## src/rtl/sha256_pkg.sv

```systemverilog
// rtl/sha256_pkg.sv - shared constants and types for the SHA-256 front end
//
// Purpose: block geometry, the padding byte, the length-field width and the
// padder state encoding, shared by the padder, its buffer and its interface.
// Ports: none (package).

package sha256_pkg;

  localparam int         BLK_W       = 512;
  localparam logic [7:0] PAD_BYTE    = 8'h80;
  localparam int         LEN_FIELD_W = 64;

  // Bytes per block and the index of the first length-field byte (56).
  localparam int BLK_BYTES = BLK_W / 8;
  localparam int LEN_POS   = BLK_BYTES - LEN_FIELD_W / 8;

  typedef enum logic [1:0] {
    FILL,
    SEND_MID,
    SEND_X,
    SEND_FINAL
  } pad_state_t;

endpackage

```

## src/rtl/sha256_padder_if.sv

```systemverilog
// rtl/sha256_padder_if.sv - byte-in / block-out handshake bundle for the padder
//
// Purpose: groups the byte input stream and the 512-bit block output stream.
// Signals:
//   in_data/in_valid/in_last/in_empty  byte stream toward the padder
//   in_ready                           padder accepts a byte
//   blk_data/blk_valid/blk_first/blk_last  padded block toward the schedule
//   blk_ready                          downstream consumes the block
// Modports: master = stream source / block sink, slave = padder.

interface sha256_padder_if;
  import sha256_pkg::*;

  logic [7:0]       in_data;
  logic             in_valid;
  logic             in_last;
  logic             in_empty;
  logic             in_ready;
  logic [BLK_W-1:0] blk_data;
  logic             blk_valid;
  logic             blk_first;
  logic             blk_last;
  logic             blk_ready;

  modport master (
    output in_data, in_valid, in_last, in_empty, blk_ready,
    input  in_ready, blk_data, blk_valid, blk_first, blk_last
  );

  modport slave (
    input  in_data, in_valid, in_last, in_empty, blk_ready,
    output in_ready, blk_data, blk_valid, blk_first, blk_last
  );

endinterface

```

## src/rtl/sha256_blk_buf.sv

```systemverilog
// rtl/sha256_blk_buf.sv - 64x8 block register file with padding operations
//
// Purpose: holds one 512-bit block under construction. All operations of a
// cycle combine: clear first, then byte write, then 0x80 insert with clear of
// the bytes above it, then the length field over bytes 56..63.
// Ports:
//   clk, rst      clock, synchronous active-low reset (clears the buffer)
//   i_clr         zero the whole buffer
//   i_wr_en/idx/data  write one byte
//   i_pad_en/idx  place 0x80 at idx and zero every byte above idx
//   i_len_en/len  write the 64-bit big-endian length into bytes 56..63
//   o_data        flat block, byte 0 in [511:504]

module sha256_blk_buf
  import sha256_pkg::*;
(
  input  logic                   clk,
  input  logic                   rst,
  input  logic                   i_clr,
  input  logic                   i_wr_en,
  input  logic [5:0]             i_wr_idx,
  input  logic [7:0]             i_wr_data,
  input  logic                   i_pad_en,
  input  logic [5:0]             i_pad_idx,
  input  logic                   i_len_en,
  input  logic [LEN_FIELD_W-1:0] i_len,
  output logic [BLK_W-1:0]       o_data
);

  logic [7:0] r_buf [BLK_BYTES];
  logic [7:0] w_nxt [BLK_BYTES];

  always_comb begin
    for (int i = 0; i < BLK_BYTES; i++) begin
      w_nxt[i] = i_clr ? 8'h00 : r_buf[i];
      if (i_wr_en && (i_wr_idx == 6'(i))) begin
        w_nxt[i] = i_wr_data;
      end
      if (i_pad_en) begin
        if (i_pad_idx == 6'(i)) begin
          w_nxt[i] = PAD_BYTE;
        end else if (6'(i) > i_pad_idx) begin
          w_nxt[i] = 8'h00;
        end
      end
    end
    // Length goes last so it wins over the pad-clear of the top bytes.
    for (int i = LEN_POS; i < BLK_BYTES; i++) begin
      if (i_len_en) begin
        w_nxt[i] = i_len[8*(BLK_BYTES-1-i) +: 8];
      end
    end
  end

  always_ff @(posedge clk) begin
    for (int i = 0; i < BLK_BYTES; i++) begin
      if (!rst) begin
        r_buf[i] <= 8'h00;
      end else begin
        r_buf[i] <= w_nxt[i];
      end
    end
  end

  for (genvar g = 0; g < BLK_BYTES; g++) begin : g_flat
    assign o_data[BLK_W-1-8*g -: 8] = r_buf[g];
  end

endmodule

```

## src/rtl/sha256_padder.sv

```systemverilog
// rtl/sha256_padder.sv - FIPS 180-4 message padder producing 512-bit blocks
//
// Purpose: accepts message bytes, appends 0x80, zero fill and the 64-bit
// big-endian bit length, and emits blocks for the message schedule with
// first/last flags for the hash controller.
// Ports:
//   clk   clock, rising edge
//   rst   synchronous active-low reset
//   bus   sha256_padder_if.slave: byte stream in, block stream out
// Parameter: LEN_W width of the bit-length counter (1..64), zero-extended
//            into the 64-bit length field.

module sha256_padder
  import sha256_pkg::*;
#(
  parameter int LEN_W = 64
) (
  input  logic           clk,
  input  logic           rst,
  sha256_padder_if.slave bus
);

  pad_state_t       r_state, w_nxt_state;
  logic [5:0]       r_bcnt, w_nxt_bcnt;
  logic [LEN_W-1:0] r_bitlen, w_nxt_bitlen;
  logic             r_first_pend, w_nxt_first_pend;
  // Whether the 0x80 byte already sits in the block before the tail block.
  logic             r_pad_placed, w_nxt_pad_placed;

  logic             w_in_ready;
  logic             w_accept;
  logic             w_blk_valid;
  logic             w_blk_hs;
  logic             w_has_byte;
  logic [6:0]       w_n;
  logic [LEN_W-1:0] w_bitlen_inc;

  logic                   w_clr;
  logic                   w_wr_en;
  logic [5:0]             w_wr_idx;
  logic [7:0]             w_wr_data;
  logic                   w_pad_en;
  logic [5:0]             w_pad_idx;
  logic                   w_len_en;
  logic [LEN_FIELD_W-1:0] w_len;
  logic [BLK_W-1:0]       w_buf_data;

  assign w_in_ready  = (r_state == FILL) && rst;
  assign w_accept    = bus.in_valid && w_in_ready;
  assign w_blk_valid = (r_state != FILL);
  assign w_blk_hs    = w_blk_valid && bus.blk_ready;

  // in_empty only matters on the last transfer.
  assign w_has_byte   = !(bus.in_last && bus.in_empty);
  assign w_n          = {1'b0, r_bcnt} + {6'b0, w_has_byte};
  assign w_bitlen_inc = w_has_byte ? (r_bitlen + LEN_W'(8)) : r_bitlen;

  always_comb begin
    w_nxt_state      = r_state;
    w_nxt_bcnt       = r_bcnt;
    w_nxt_bitlen     = r_bitlen;
    w_nxt_first_pend = r_first_pend;
    w_nxt_pad_placed = r_pad_placed;
    w_clr            = 1'b0;
    w_wr_en          = 1'b0;
    w_wr_idx         = r_bcnt;
    w_wr_data        = bus.in_data;
    w_pad_en         = 1'b0;
    w_pad_idx        = w_n[5:0];
    w_len_en         = 1'b0;
    w_len            = LEN_FIELD_W'(w_bitlen_inc);

    case (r_state)
      FILL: begin
        if (w_accept) begin
          w_wr_en      = w_has_byte;
          w_nxt_bitlen = w_bitlen_inc;
          if (!bus.in_last) begin
            // bcnt wraps to 0 naturally when the block fills.
            w_nxt_bcnt = r_bcnt + 6'd1;
            if (r_bcnt == 6'd63) begin
              w_nxt_state = SEND_MID;
            end
          end else if (w_n <= 7'(LEN_POS - 1)) begin
            // Pad byte and length both fit in this block.
            w_pad_en    = 1'b1;
            w_len_en    = 1'b1;
            w_nxt_state = SEND_FINAL;
          end else if (w_n < 7'(BLK_BYTES)) begin
            w_pad_en         = 1'b1;
            w_nxt_pad_placed = 1'b1;
            w_nxt_state      = SEND_X;
          end else begin
            // Exactly full: block goes out as is, tail carries the 0x80.
            w_nxt_pad_placed = 1'b0;
            w_nxt_state      = SEND_X;
          end
        end
      end
      SEND_MID: begin
        if (w_blk_hs) begin
          w_nxt_first_pend = 1'b0;
          w_nxt_state      = FILL;
        end
      end
      SEND_X: begin
        if (w_blk_hs) begin
          w_clr            = 1'b1;
          w_pad_en         = !r_pad_placed;
          w_pad_idx        = 6'd0;
          w_len_en         = 1'b1;
          w_len            = LEN_FIELD_W'(r_bitlen);
          w_nxt_first_pend = 1'b0;
          w_nxt_state      = SEND_FINAL;
        end
      end
      SEND_FINAL: begin
        if (w_blk_hs) begin
          w_clr            = 1'b1;
          w_nxt_bitlen     = '0;
          w_nxt_bcnt       = 6'd0;
          w_nxt_first_pend = 1'b1;
          w_nxt_state      = FILL;
        end
      end
      default: begin
        w_nxt_state = FILL;
      end
    endcase
  end

  always_ff @(posedge clk) begin
    if (!rst) begin
      r_state      <= FILL;
      r_bcnt       <= 6'd0;
      r_bitlen     <= '0;
      r_first_pend <= 1'b1;
      r_pad_placed <= 1'b0;
    end else begin
      r_state      <= w_nxt_state;
      r_bcnt       <= w_nxt_bcnt;
      r_bitlen     <= w_nxt_bitlen;
      r_first_pend <= w_nxt_first_pend;
      r_pad_placed <= w_nxt_pad_placed;
    end
  end

  sha256_blk_buf u_buf (
    .clk       (clk),
    .rst       (rst),
    .i_clr     (w_clr),
    .i_wr_en   (w_wr_en),
    .i_wr_idx  (w_wr_idx),
    .i_wr_data (w_wr_data),
    .i_pad_en  (w_pad_en),
    .i_pad_idx (w_pad_idx),
    .i_len_en  (w_len_en),
    .i_len     (w_len),
    .o_data    (w_buf_data)
  );

  assign bus.in_ready  = w_in_ready;
  assign bus.blk_valid = w_blk_valid;
  assign bus.blk_first = r_first_pend && w_blk_valid;
  assign bus.blk_last  = (r_state == SEND_FINAL);
  assign bus.blk_data  = w_buf_data;

endmodule

```

## src/flat_wrapper.sv

```systemverilog
// flat-port wrapper written by rule: the top's interface ports become plain ports
module sha256_padder_flat import sha256_pkg::*;
#(
  parameter int LEN_W = 64
)
  (clk, rst, bus_in_data, bus_in_valid, bus_in_last, bus_in_empty, bus_blk_ready, bus_in_ready, bus_blk_data, bus_blk_valid, bus_blk_first, bus_blk_last);
  sha256_padder_if bus_i ();
  input  logic clk;
  input  logic rst;
  input wire logic [$bits(bus_i.in_data)-1:0] bus_in_data;
  input wire logic [$bits(bus_i.in_valid)-1:0] bus_in_valid;
  input wire logic [$bits(bus_i.in_last)-1:0] bus_in_last;
  input wire logic [$bits(bus_i.in_empty)-1:0] bus_in_empty;
  input wire logic [$bits(bus_i.blk_ready)-1:0] bus_blk_ready;
  output wire logic [$bits(bus_i.in_ready)-1:0] bus_in_ready;
  output wire logic [$bits(bus_i.blk_data)-1:0] bus_blk_data;
  output wire logic [$bits(bus_i.blk_valid)-1:0] bus_blk_valid;
  output wire logic [$bits(bus_i.blk_first)-1:0] bus_blk_first;
  output wire logic [$bits(bus_i.blk_last)-1:0] bus_blk_last;
  assign bus_i.in_data = bus_in_data;
  assign bus_i.in_valid = bus_in_valid;
  assign bus_i.in_last = bus_in_last;
  assign bus_i.in_empty = bus_in_empty;
  assign bus_i.blk_ready = bus_blk_ready;
  assign bus_in_ready = bus_i.in_ready;
  assign bus_blk_data = bus_i.blk_data;
  assign bus_blk_valid = bus_i.blk_valid;
  assign bus_blk_first = bus_i.blk_first;
  assign bus_blk_last = bus_i.blk_last;
  sha256_padder #(.LEN_W(LEN_W)) u_core (.clk(clk), .rst(rst), .bus(bus_i));
endmodule
```

## config.mk

```make
export PLATFORM = sky130hd
export DESIGN_NAME = sha256_padder_flat
export DESIGN_NICKNAME = d
export VERILOG_FILES = /design/src/rtl/sha256_pkg.sv /design/src/rtl/sha256_padder_if.sv /design/src/rtl/sha256_blk_buf.sv /design/src/rtl/sha256_padder.sv /design/src/flat_wrapper.sv
export SDC_FILE = /design/constraint.sdc
export NUM_CORES = 2
export LEC_CHECK = 0
export BUFFER_PORTS_ARGS = -buffer_cell sky130_fd_sc_hd__buf_4
export CAP_MARGIN = 10
export CORE_MARGIN = 8
export CORE_UTILIZATION = 40
export CTS_BUF_LIST = sky130_fd_sc_hd__clkbuf_4 sky130_fd_sc_hd__clkbuf_8 sky130_fd_sc_hd__clkbuf_16
export DETAILED_ROUTE_END_ITERATION = 6
export GPL_TIMING_DRIVEN = 0
export MAX_ROUTING_LAYER = met4
export SLEW_MARGIN = 20
export SYNTH_ARGS = -nofsm -noshare
export SYNTH_HDL_FRONTEND = slang
export SYNTH_HIERARCHICAL = 1
export SYNTH_SLANG_ARGS = --single-unit
```

## constraint.sdc

```tcl
create_clock -name clk -period 3.3 [get_ports clk]
set_input_delay 0.165 -clock clk [delete_from_list [all_inputs] [get_ports clk]]
set_output_delay 0.165 -clock clk [all_outputs]
set_load 0.1 [all_outputs]
```

# Word-level counts from Yosys, hierarchy flattened
# Memories as Yosys holds them, arrays and structs flattened.
# Index checks and enable logic that the tools add are counted.
dict set report word_totals {
  elab_cells 791
  regBits 74
  mem_count 1
  mem_bits_rw 512
  in_bits 14
}
# memory depth width read_ports rd_clocked_by_memory_dff wr line
set memory_table {}
lappend memory_table {u_core.u_buf.r_buf 64 8 64 0 64 sha256_blk_buf.sv:30} ;# logic [7:0] r_buf [BLK_BYTES];
dict set report classes {
  n_bitwise 65
  mux 430
  order_cmp 66
  n_reduce_logical 85
  add_sub_neg 3
  n_eq_ne 136
}
# operator n
set ops {}
lappend ops {{$mux W8} 392}
lappend ops {{$eq A6 B6 Y1 const B} 64}
lappend ops {{$mux W64} 5}
lappend ops {{$eq A6 B5 Y1 const B} 32}
lappend ops {{$gt A6 B6 Y1 const A} 32}
lappend ops {{$pmux W64 S2} 1}
lappend ops {{$eq A6 B4 Y1 const B} 16}
lappend ops {{$gt A5 B6 Y1 const A} 16}
lappend ops {{$logic_and A1 B1 Y1} 69}
lappend ops {{$add A64 B4 Y64 const B} 1}
lappend ops {{$or A1 B1 Y1} 64}
lappend ops {{$eq A6 B3 Y1 const B} 8}
lappend ops {{$gt A4 B6 Y1 const A} 8}
lappend ops {{$mux W6} 5}
lappend ops {{$eq A6 B2 Y1 const B} 4}
lappend ops {{$gt A3 B6 Y1 const A} 4}
lappend ops {{$mux W1} 17}
lappend ops {{$eq A6 B1 Y1 const B} 2}
lappend ops {{$gt A1 B6 Y1 const A} 2}
lappend ops {{$gt A2 B6 Y1 const A} 2}
lappend ops {{$logic_not A6 Y1} 2}
lappend ops {{$pmux W6 S2} 1}
lappend ops {{$reduce_and A4 Y1} 3}
lappend ops {{$mux W2} 5}
lappend ops {{17 further kinds} 30}

# Depth between registers and ports, before layout
dict set report depth {
  word_depth 12
  ltp_mapped 15
}

# Modules after synthesis
# The synthesis kept the hierarchy.
# mod area_each_um2 n_inst cells_per_inst seq_area_each_um2
set modules_own_cells {}
lappend modules_own_cells {sha256_blk_buf 22436.5 1 2715 10249.8}
lappend modules_own_cells {sha256_padder 5530.3 1 761 1421.4}

# Worst setup path before layout
# OpenSTA, ideal clock, no wires.
dict set report synth_path {
  path_kind {register -> register}
  start {register u_core.r_state[0]}
  end {memory u_core.u_buf.r_buf[1][7] (netlist: u_core/u_buf/r_buf[0][15])}
  n_path_buf 3
  period_less_slack_ns 3.576
  path_slack_ns -0.276
  stages_incl_launch_ff 13
  setup_time_ns 0.139
  arrival_ns 3.438
  cell_sequence {dfxtp_1 -> inv_1 -> ha_1 -> clkbuf_1 -> and2_1 -> nand3_1 -> o22ai_1 -> buf_2 -> nor2b_1 -> buf_2 -> nand3_1 -> o21ai_1 -> a31oi_1}
}
# item line
set synth_lines {}
lappend synth_lines {{from (decl)} sha256_padder.sv:23} ;# pad_state_t r_state, w_nxt_state;
lappend synth_lines {{from (signal assigned)} sha256_padder.sv:140} ;# r_state <= w_nxt_state;
lappend synth_lines {{to (decl)} sha256_blk_buf.sv:30}

==> summary.md <==
| Metric | Value |
|---|---|
| Status | `completed` |
| Max Freq | `307 MHz` |
| Post-synth top flop | `dfxtp_1` |
| Netlist cell types | `90` |
| DP HPWL | `102000 um` |
| Worst path cell trace | `inv_1 > ha_1 > nor2b_1 > buf_2 > and2_4 > buf_6 > nor2_1 > clkbuf_2 > clkbuf_4 > buf_4 > nand3_1 > nor4_1 > a21oi_1 > o22ai_1` |
| H-tree depth reported by CTS | `3` |
| First-pass GRT wire length | `196000 um` |
| Synth warn | `6` |
| Maximum VDD drop | `448 uV` |
| Pwr Density | `515 nW/um2` |
| Gp weighted congestion | `1.03` |
| Largest cells by area after synthesis | `dfxtp_1 42%, nand3b_1 11%, a21oi_1 9.2%, nand2_1 8.8%, clkbuf_1 2.6%` |
| CP max stage delay | `0.52 ns` |
| Avg Vias per Cell | `5.90` |
| RR Endpoint | `u_core/u_buf/r_buf[1][239]` |
| GRT overflow | `0` |
| Min-delay worst type | `primary input to flip-flop` |
| WP data arrival | `approximately 3.8 ns` |
| Worst-Skew Late Latency | `~0.63 ns` |
| Placed Instance Area | `33100 um2` |
| Drt pass-1 iters | `6` |
| CP Capture Type | `flip-flop` |
| Cts bufs inserted | `68` |
| Largest net degree at the start of global routing | `14` |
| Area share of the largest cell type after synthesis | `0.417` |
| R2R cell count | `14` |
| Port buffer count | `521` |
| Share of cells above drive strength 1 | `0.221` |
| Residual DRC | `0` |
| Routed vias | `30000` |
| R2r setup slk | `between 0.04 and 0.05 ns` |
| Remaining antenna violation count after routing | `0` |
| Vias in the first global route | `27900` |
| CTS sink count | `583` |
| Hold path startpoint | `bus_in_last` |
| Critical path class | `flip-flop to flip-flop` |
| Tcrit/Tclk final | `0.987` |
| Tightest Pin Transition | `1.30 ns` |
| #FFs+latches synth | `583` |
| GRT Overall Usage | `0.340` |
| Design Area, Final | `36000 um2` |
| Initial antenna violation count | `5` |
| Final WS setup | `0.0438 ns` |
| Hold Crit Endpoint | `u_core/r_state[1]` |
| Initial drt markers | `3370` |
| Post-synth ARST share | `0` |
| Worst-path maximum fanout | `10` |
| Register area share after synthesis | `0.417` |
| Multi-input gate area | `15600 um2` |
| Syn_area_per_cell | `about 8.0 um2` |
| Die width | `280 um` |
| Worst R2R Start | `u_core/r_state[1]` |
| Starting density of the core | `0.401` |
| Startpoint types | `flip-flop` |
| Boundary pin count | `530` |
| Cell taking the most area after synthesis | `dfxtp_1` |
| DP Worst Slack | `-1.75 ns` |
| Cell count after synthesis | `3476` |
| Synthesized area | `28000 um2` |
| Clock Tree Buf Depth | `3` |
| Pleak | `13.5 nW` |
| Hold depth | `5` |
| CP max-delay cell | `nor4_1` |
| Nets | `4103` |
| Routed len/inst | `27.0 um` |
| Clk slew on worst S/H paths | `0.06 ns` |
| Routed WL | `about 140000 um` |
| Data required time at the worst endpoint | `3.83 ns` |
| Final min period | `3.26 ns` |
| Setup Skew | `0.0270 ns` |
| Core Region | `roughly 70000 um2` |
| EDFF count, synth | `0` |
| Max Cap Viol | `0` |
| Post-synth top cells | `659 x nand2_1, 583 x dfxtp_1, 513 x a21oi_1` |
| Final setup vio count | `0` |
| Area Overhead vs Synth | `28.9%` |
| DIE AREA | `78600 um2` |
| Reg area | `11700 um2` |
| Fill count | `6931` |
| Max_slew headroom | `0.129` |
| Die H | `about 280 um` |
| CTS tree | `yes` |
| Fin. max-slew vios | `0` |
| Root Buffer | `clkbuf_16` |
| Final Hold Fails | `0` |
| Most common cell in the synthesized netlist | `nand2_1` |
| Cell row count | `97` |
==> kinds of logic after synthesis <==
kind of cell | synth area share
flops | 0.417
simple gates | 0.329
fa+ha+maj | 0.00358
buf+inv | 0.0432
compound gates | 0.164
mux | 0.0208
xor+xnor | 0.0225
other cells | 0.000134
==> worst max path at each step <==
stage                                 start                          to  slack, ns
final                     u_core/r_state[1]  u_core/u_buf/r_buf[1][239]       0.04
after CTS                 u_core/r_state[0]   u_core/u_buf/r_buf[1][35]     -0.002
after floorplan           u_core/r_state[0]   u_core/u_buf/r_buf[0][15]       0.07
after detailed placement  u_core/r_state[0]   u_core/u_buf/r_buf[1][86]      -1.75
after global routing      u_core/r_state[1]  u_core/u_buf/r_buf[1][239]     -0.008
after global placement    u_core/r_state[0]   u_core/u_buf/r_buf[1][82]      -1.77
==> cell usage in the layout (no fill, tap or decap), types with 26 or more instances in the layout <==
cell type  Yosys  final
nand4_1       52     52
buf_4          6    545
mux2i_1       57     57
nand2b_1      44     42
a21oi_1      513    513
clkbuf_1     193    155
nor2_1       104     93
clkbuf_16      0     68
nor2b_1       62     58
nand2_1      659    639
and2_1        35     31
buf_2         57     47
a31oi_1       51     51
nor3_1        43     42
xnor2_1       26     26
nand3b_1     416    416
o21ai_0       84     75
xor2_1        46     46
nand3_1       70     69
clkbuf_2       5     34
dfxtp_1      583    583
o22ai_1       33     32
==> registers in the layout (all words and copies together), names as in the netlist <==
signal / flops
u_core/u_buf/r_buf: 512
u_core/r_pad_placed: 1
u_core/r_state: 2
u_core/r_bitlen: 61
u_core/r_first_pend: 1
u_core/r_bcnt: 6
==> power breakdown <==
part	total (W)	switching, W	internal, W
Combinational	0.00370	0.00280	0.000891
Clock	0.00769	0.00320	0.00449
Sequential	0.00718	0.0000726	0.00710
==> critical path: cells and delay by family, from the launching register on <==
family	cells	cell delay (ns)
adder cells (fa/ha/maj)	1	0.25
AO/OA/AOI/OAI	2	0.25
flip-flops	1	0.33
buffers and inverters	6	1.23
AND/OR/NAND/NOR	5	1.10
==> area by class of cell <==
type                       count  area share
inverter                      23     0.00240
clock buffer                  96      0.0557
antenna                        4    0.000278
tap                          940      0.0326
multi-input combinational   2603       0.432
sequential                   583       0.324
buffer                       264      0.0331
timing repair buffer         538       0.114
clock inverter                23     0.00663
==> per-stage QoR <==
step	power [W]	TNS (ns)	utilization	cells	hold slack (ns)
after floorplan	0.00941	0	-	3478	0.401
after global placement	0.0107	-577.71	0.475	4939	0.429
after detailed placement	0.0107	-562.14	0.475	4939	0.439
after CTS	0.0185	-0.00283	0.514	5061	0.0143
after global routing	0.0190	-0.0198	0.517	5073	0.0494
final	0.0186	0	0.517	5074	0.0382
==> per-layer routing <==
| metal | global-route usage | vias to the layer above | wire length (um) |
|---|---|---|---|
| li1 | - | 13500 | - |
| met1 | 0.431 | 14600 | 56200 |
| met2 | 0.515 | 1566 | 61700 |
| met3 | 0.0747 | 294 | 12600 |
| met4 | 0.154 | 0 | 6560 |
| met5 | - | - | 0 |
==> timing repair <==
action,in CTS,in global routing
setup endpoints to repair,513,478
endpoints found under the hold margin,1,0
pin swaps,7,5
buffers inserted,8,8
gates cloned,0,1
hold buffers,1,0
gates resized for setup,121,58
No activity file was read; power rests on OpenSTA's default activity.
